## src/rtl/alu_req_if.sv

```systemverilog
// Requester-side handshake bundle for the ALU arbiter.
// One instance per requester: opcode, operands, valid/ready.
interface alu_req_if #(
  parameter int DATA_WIDTH = 16
);
  logic                  Valid;
  logic [1:0]            Op;
  logic [DATA_WIDTH-1:0] A;
  logic [DATA_WIDTH-1:0] B;
  logic                  Ready;

  modport master (
    output Valid,
    output Op,
    output A,
    output B,
    input  Ready
  );

  modport slave (
    input  Valid,
    input  Op,
    input  A,
    input  B,
    output Ready
  );
endinterface

```

## src/rtl/alu_arbiter.sv

```systemverilog
// Round-robin sharing of one combinational ALU between two requesters.
// Accept in IDLE, strobe the ALU in ISSUE, pulse Done in CAPTURE.
module alu_arbiter #(
  parameter int DATA_WIDTH = 16
) (
  input  logic                  Clk,
  input  logic                  Reset,
  alu_req_if.slave              Req0,
  alu_req_if.slave              Req1,
  output logic                  Alu_Add,
  output logic                  Alu_Sub,
  output logic                  Alu_Mul,
  output logic                  Alu_Pass,
  output logic [DATA_WIDTH-1:0] Reg1_Out,
  output logic [DATA_WIDTH-1:0] Reg2_Out,
  input  logic [DATA_WIDTH-1:0] Alu_Out,
  output logic [DATA_WIDTH-1:0] Result,
  output logic                  Done0,
  output logic                  Done1,
  output logic                  Busy
);

  localparam logic [1:0] IDLE    = 2'd0;
  localparam logic [1:0] ISSUE   = 2'd1;
  localparam logic [1:0] CAPTURE = 2'd2;

  localparam logic [1:0] OP_ADD  = 2'd0;
  localparam logic [1:0] OP_SUB  = 2'd1;
  localparam logic [1:0] OP_MUL  = 2'd2;
  localparam logic [1:0] OP_PASS = 2'd3;

  logic [1:0]            state_q, state_d;
  logic [1:0]            op_q, op_d;
  logic                  last_q, last_d;
  logic [DATA_WIDTH-1:0] reg1_q, reg1_d;
  logic [DATA_WIDTH-1:0] reg2_q, reg2_d;
  logic [DATA_WIDTH-1:0] result_q, result_d;
  logic                  done0_q, done0_d;
  logic                  done1_q, done1_d;

  logic idle;
  logic issue;
  logic gnt0;
  logic gnt1;

  assign idle  = (state_q == IDLE);
  assign issue = (state_q == ISSUE);

  // On a tie, serve whoever was not granted last (last_q=1 favours Req0).
  assign gnt1 = idle & Req1.Valid
              & (~Req0.Valid | ~last_q);
  assign gnt0 = idle & Req0.Valid & ~gnt1;

  assign Req0.Ready = gnt0 & ~Reset;
  assign Req1.Ready = gnt1 & ~Reset;

  always_comb begin
    state_d  = state_q;
    op_d     = op_q;
    last_d   = last_q;
    reg1_d   = reg1_q;
    reg2_d   = reg2_q;
    result_d = result_q;
    done0_d  = 1'b0;
    done1_d  = 1'b0;
    unique case (state_q)
      IDLE: begin
        if (gnt0 | gnt1) begin
          state_d = ISSUE;
          last_d  = gnt1;
          op_d    = gnt1 ? Req1.Op : Req0.Op;
          reg1_d  = gnt1 ? Req1.A  : Req0.A;
          reg2_d  = gnt1 ? Req1.B  : Req0.B;
        end
      end
      ISSUE: begin
        state_d  = CAPTURE;
        result_d = Alu_Out;
        done0_d  = ~last_q;
        done1_d  = last_q;
      end
      CAPTURE: begin
        state_d = IDLE;
      end
      default: begin
        state_d = IDLE;
      end
    endcase
  end

  always_ff @(posedge Clk) begin
    if (Reset) begin
      state_q  <= IDLE;
      op_q     <= OP_ADD;
      last_q   <= 1'b1;
      reg1_q   <= '0;
      reg2_q   <= '0;
      result_q <= '0;
      done0_q  <= 1'b0;
      done1_q  <= 1'b0;
    end else begin
      state_q  <= state_d;
      op_q     <= op_d;
      last_q   <= last_d;
      reg1_q   <= reg1_d;
      reg2_q   <= reg2_d;
      result_q <= result_d;
      done0_q  <= done0_d;
      done1_q  <= done1_d;
    end
  end

  always_comb begin
    Alu_Add  = 1'b0;
    Alu_Sub  = 1'b0;
    Alu_Mul  = 1'b0;
    Alu_Pass = 1'b0;
    if (issue) begin
      unique case (op_q)
        OP_ADD:  Alu_Add  = 1'b1;
        OP_SUB:  Alu_Sub  = 1'b1;
        OP_MUL:  Alu_Mul  = 1'b1;
        OP_PASS: Alu_Pass = 1'b1;
        default: Alu_Add  = 1'b0;
      endcase
    end
  end

  assign Reg1_Out = reg1_q;
  assign Reg2_Out = reg2_q;
  assign Result   = result_q;
  assign Done0    = done0_q;
  assign Done1    = done1_q;
  assign Busy     = ~idle;

endmodule

```

## src/flat_wrapper.sv

```systemverilog
// flat-port wrapper written by rule: the top's interface ports become plain ports
module alu_arbiter_flat 
#(
  parameter int DATA_WIDTH = 16
)
  (Clk, Reset, Alu_Add, Alu_Sub, Alu_Mul, Alu_Pass, Reg1_Out, Reg2_Out, Alu_Out, Result, Done0, Done1, Busy, Req0_Valid, Req0_Op, Req0_A, Req0_B, Req0_Ready, Req1_Valid, Req1_Op, Req1_A, Req1_B, Req1_Ready);
  alu_req_if #(.DATA_WIDTH(DATA_WIDTH)) Req0_i ();
  alu_req_if #(.DATA_WIDTH(DATA_WIDTH)) Req1_i ();
  input  logic Clk;
  input  logic Reset;
  output logic Alu_Add;
  output logic Alu_Sub;
  output logic Alu_Mul;
  output logic Alu_Pass;
  output logic [DATA_WIDTH-1:0] Reg1_Out;
  output logic [DATA_WIDTH-1:0] Reg2_Out;
  input  logic [DATA_WIDTH-1:0] Alu_Out;
  output logic [DATA_WIDTH-1:0] Result;
  output logic Done0;
  output logic Done1;
  output logic Busy;
  input wire logic [$bits(Req0_i.Valid)-1:0] Req0_Valid;
  input wire logic [$bits(Req0_i.Op)-1:0] Req0_Op;
  input wire logic [$bits(Req0_i.A)-1:0] Req0_A;
  input wire logic [$bits(Req0_i.B)-1:0] Req0_B;
  output wire logic [$bits(Req0_i.Ready)-1:0] Req0_Ready;
  input wire logic [$bits(Req1_i.Valid)-1:0] Req1_Valid;
  input wire logic [$bits(Req1_i.Op)-1:0] Req1_Op;
  input wire logic [$bits(Req1_i.A)-1:0] Req1_A;
  input wire logic [$bits(Req1_i.B)-1:0] Req1_B;
  output wire logic [$bits(Req1_i.Ready)-1:0] Req1_Ready;
  assign Req0_i.Valid = Req0_Valid;
  assign Req0_i.Op = Req0_Op;
  assign Req0_i.A = Req0_A;
  assign Req0_i.B = Req0_B;
  assign Req0_Ready = Req0_i.Ready;
  assign Req1_i.Valid = Req1_Valid;
  assign Req1_i.Op = Req1_Op;
  assign Req1_i.A = Req1_A;
  assign Req1_i.B = Req1_B;
  assign Req1_Ready = Req1_i.Ready;
  alu_arbiter #(.DATA_WIDTH(DATA_WIDTH)) u_core (.Clk(Clk), .Reset(Reset), .Req0(Req0_i), .Req1(Req1_i), .Alu_Add(Alu_Add), .Alu_Sub(Alu_Sub), .Alu_Mul(Alu_Mul), .Alu_Pass(Alu_Pass), .Reg1_Out(Reg1_Out), .Reg2_Out(Reg2_Out), .Alu_Out(Alu_Out), .Result(Result), .Done0(Done0), .Done1(Done1), .Busy(Busy));
endmodule
```

## config.mk

```make
export PLATFORM = sky130hd
export DESIGN_NAME = alu_arbiter_flat
export DESIGN_NICKNAME = d
export VERILOG_FILES = /design/src/rtl/alu_req_if.sv /design/src/rtl/alu_arbiter.sv /design/src/flat_wrapper.sv
export SDC_FILE = /design/constraint.sdc
export NUM_CORES = 1
export LEC_CHECK = 0
export BUFFER_PORTS_ARGS = -buffer_cell sky130_fd_sc_hd__buf_2
export CORE_AREA = 2 2 94 74
export DETAILED_ROUTE_END_ITERATION = 6
export DIE_AREA = 0 0 96 76
export PLACE_DENSITY_LB_ADDON = 0.12
export SYNTH_ARGS = -nofsm -noshare
export SYNTH_HDL_FRONTEND = slang
export SYNTH_SLANG_ARGS = --single-unit
```

## constraint.sdc

```tcl
create_clock -name Clk -period 1.45 [get_ports Clk]
set_clock_uncertainty 0.1 [all_clocks]
set_input_delay 0.2175 -clock Clk [delete_from_list [all_inputs] [get_ports Clk]]
set_output_delay 0.2175 -clock Clk [all_outputs]
set_load 0.1 [all_outputs]
```

==> impl_metrics.csv <==
group,metric,value,unit
cells_and_area,antennaDiodeCount,0,
yosys,avgSynthCellArea,8.38,um^2
yosys,synth_most_common_cell,"nand2_1",
die,core,0.00647,mm^2
sta,finalSetupViolCount,43,
routing,drc,0,
sta,period_needed,1830,ps
sta,holdWs,31.1,ps
yosys,syn_inst,288,
placement,dp_hpwl,5070,um
die,dieHeight,76,um
clock_tree,clk_latency,310,ps
power,peakVddDrop,0.000573,V
clock_tree,numCtsBuffers,5,
cells_and_area,regArea,0.00111,mm^2
sta,drv_slew,0,
global_routing,antenna_found_initial,0,
routing,wl_per_cell,14.9,um
yosys,ys_top_cells_by_count,"nand2_1 (102), dfxtp_1 (55), o31ai_1 (34)",
yosys,synthesis.nets,376,
sta,tightest_slew,621,ps
status,violations,"setup timing",
sta,timing.fmax,545,MHz
die,rows,26,
yosys,synthDominantAreaCellType,"dfxtp_1",
routing,ant_nets,0,
yosys,synth.top_cell.area_share,45.6,%
cells_and_area,syn_to_final_growth,72.0,%
global_routing,grt_pass1_wl,12100,um
cells_and_area,drive_above_1_share,55.2,%
clock_tree,cts_buffer_depth,2,
yosys,async_reset_ff_share,0,%
setup_path,end_kind,"output port",
sta,finalHoldViolations,0,
global_routing,first_global_vias,2643,
cells_and_area,num-fill-cells,559,
setup_path,worstSetupPathType,"reg2out",
placement,gp_congestion,0.710,
yosys,ys_warn_count,0,
yosys,synth-seq-cells,55,
sta,fin_crit_sh,127,%
placement,place_ws,-125,ps
die,start_util,37.3,%
placement,place_inst,507,
flow_run,drv_cap,0,
setup_path,cpMaxStageDelayCell,"dfxtp_4",
sta,setup_tns,-8060,ps
cells_and_area,stdcell_count,524,
yosys,yosysSeqAreaShare,45.6,%
clock_tree,clk_pin_slew,100,ps
clock_tree,clock_sinks,55,
setup_path,path_max_fanout,3,
clock_tree,cts_tree,"done",
yosys,ys_types,23,
sta,relSlewSlack,58.6,%
setup_path,cp.required,1130,ps
power,power.leakage,1.74,nW
placement,io_buffer_count,144,
setup_path,max_stage_delay,360,ps
setup_path,cp_top_family,"simple AND/OR/NAND/NOR gates",
routing,wl,7800,um
die,die_x,96,um
die,dieArea,0.00730,mm^2
placement,placed_area,0.00342,mm^2
setup_path,path_buf_inv,1,
yosys,synth_area,0.00241,mm^2
sta,rsz0062_at_grt,"yes",
routing,num_vias,2615,
setup_path,cp.arrival,1520,ps
setup_path,worst_setup_path_start_kind,"flip-flop",
global_routing,overflow,0,
routing,viasPerCell,4.99,
die,pin_count,145,
cells_and_area,multiInputGateArea,0.00165,mm^2
yosys,synth_edf_count,0,
min_path,min_path_type,"in2reg",
cells_and_area,nets,527,
sta,worst_slack,-385,ps
global_routing,grt_start_max_net_pins,37,
clock_tree,clockRootBuffer,"clkbuf_8",
power,pwr_density_cell,1160,mW/mm^2
global_routing,gr-usage-all-layers,20.5,%
clock_tree,htreeDepth,2,
yosys,dominantRegCellSynth,"dfxtp_1",
setup_path,worstPathCellList,"a211o_1, or2_4, and3_4, buf_12",
status,status,"complete, but fails checks",
routing,drtPass1Iterations,4,
cells_and_area,design_area,0.00415,mm^2
routing,first_iter_violations,64,
yosys,synth.area.top_cells,"dfxtp_1 (46%), nand2_1 (16%), o31ai_1 (11%)",
-- cells in the final DEF (no fill, tap or decap), drive strengths merged, types with 2 or more instances in the layout --
master,netlist,final
a31oi,34,34
buf,9,164
nor3b,2,2
a21oi,17,17
clkinv,1,4
and3,3,3
nand2,102,102
o31ai,34,34
nor3,2,2
dfxtp,55,55
or2,2,2
clkbuf,18,12
nor2,3,3
-- worst register-to-register path, delay by kind of cell, from the launching register on --
| kind | cells | cell delay (ps) |
|---|---|---|
| AO/OA/AOI/OAI | 2 | 400 |
| buffers and inverters | 3 | 450 |
| flip-flops | 1 | 360 |
| AND/OR/NAND/NOR | 1 | 260 |
-- metal layers --
metal	vias to the layer above	GRT usage [%]	share of wire [%]
met5	-	0	0
met4	0	5.00	0.73
met3	6	5.14	7.6
met2	95	34.7	47
met1	1196	26.0	45
li1	1318	-	-
-- kinds of logic (layout without fill, tap and decap cells) --
logic type | Yosys count | count (layout) | synth area share [%]
AOI/OAI and AO/OA | 86 | 86 | 28.4
buffers and inverters | 29 | 181 | 6.01
DFF | 55 | 55 | 45.6
and+or+nand+nor | 118 | 118 | 19.9
-- registers in the layout, summed over array words and instances, names as in the netlist --
register / count
u_core.state_q: 2
u_core.Reg2_Out: 16
u_core.last_q: 1
u_core.op_q: 2
u_core.Done0: 1
u_core.Result: 16
u_core.Reg1_Out: 16
u_core.Done1: 1
-- final timing paths --
| kind | start | to | slack [ps] | cells past startpoint |
|---|---|---|---|---|
| setup reg to reg | u_core.state_q[1]$_SDFFE_PP0P_ | u_core.Reg1_Out[1]$_SDFFE_PP0P_ | -180 | 6 |
| hold reg to reg | u_core.Result[2]$_SDFFE_PP0P_ | u_core.Result[2]$_SDFFE_PP0P_ | 360 | 2 |
| hold / removal | Reset | u_core.state_q[0]$_SDFFE_PP0P_ | 30 | 2 |
| setup / recovery | u_core.state_q[1]$_SDFFE_PP0P_ | Req0_Ready | -380 | 4 |
-- what timing repair did --
item                       4_1_cts  5_1_grt
gates resized for setup         21       64
setup buffers                    3        4
setup endpoints to repair       44       47
hold buffers                     0        0
pin swaps                        7        5
cloned                           1        3
-- through the flow --
step / util, % / total power [mW]
5_1_grt: 64.2 / 5.04
2_1_floorplan: - / 3.28
4_1_cts: 56.0 / 4.59
3_3_place_gp: 52.8 / 3.67
6_report: 64.2 / 4.83
3_5_place_dp: 52.8 / 3.68
-- where the power goes --
part	leakage (nW)	switching, mW	internal [mW]
clock	0.0477	0.502	0.333
combinational	1.24	1.64	0.614
sequential	0.455	0.0830	1.65
-- final cells by class --
| class | instances | area share, % |
|---|---|---|
| multi-input cells | 204 | 39.8 |
| repair buffers | 171 | 28.8 |
| flip-flops and latches | 55 | 26.7 |
| well taps | 84 | 2.53 |
| clock buffers | 5 | 1.66 |
| clock inverters | 3 | 0.361 |
| inverters | 2 | 0.181 |
(Power assumes the default switching activity.)
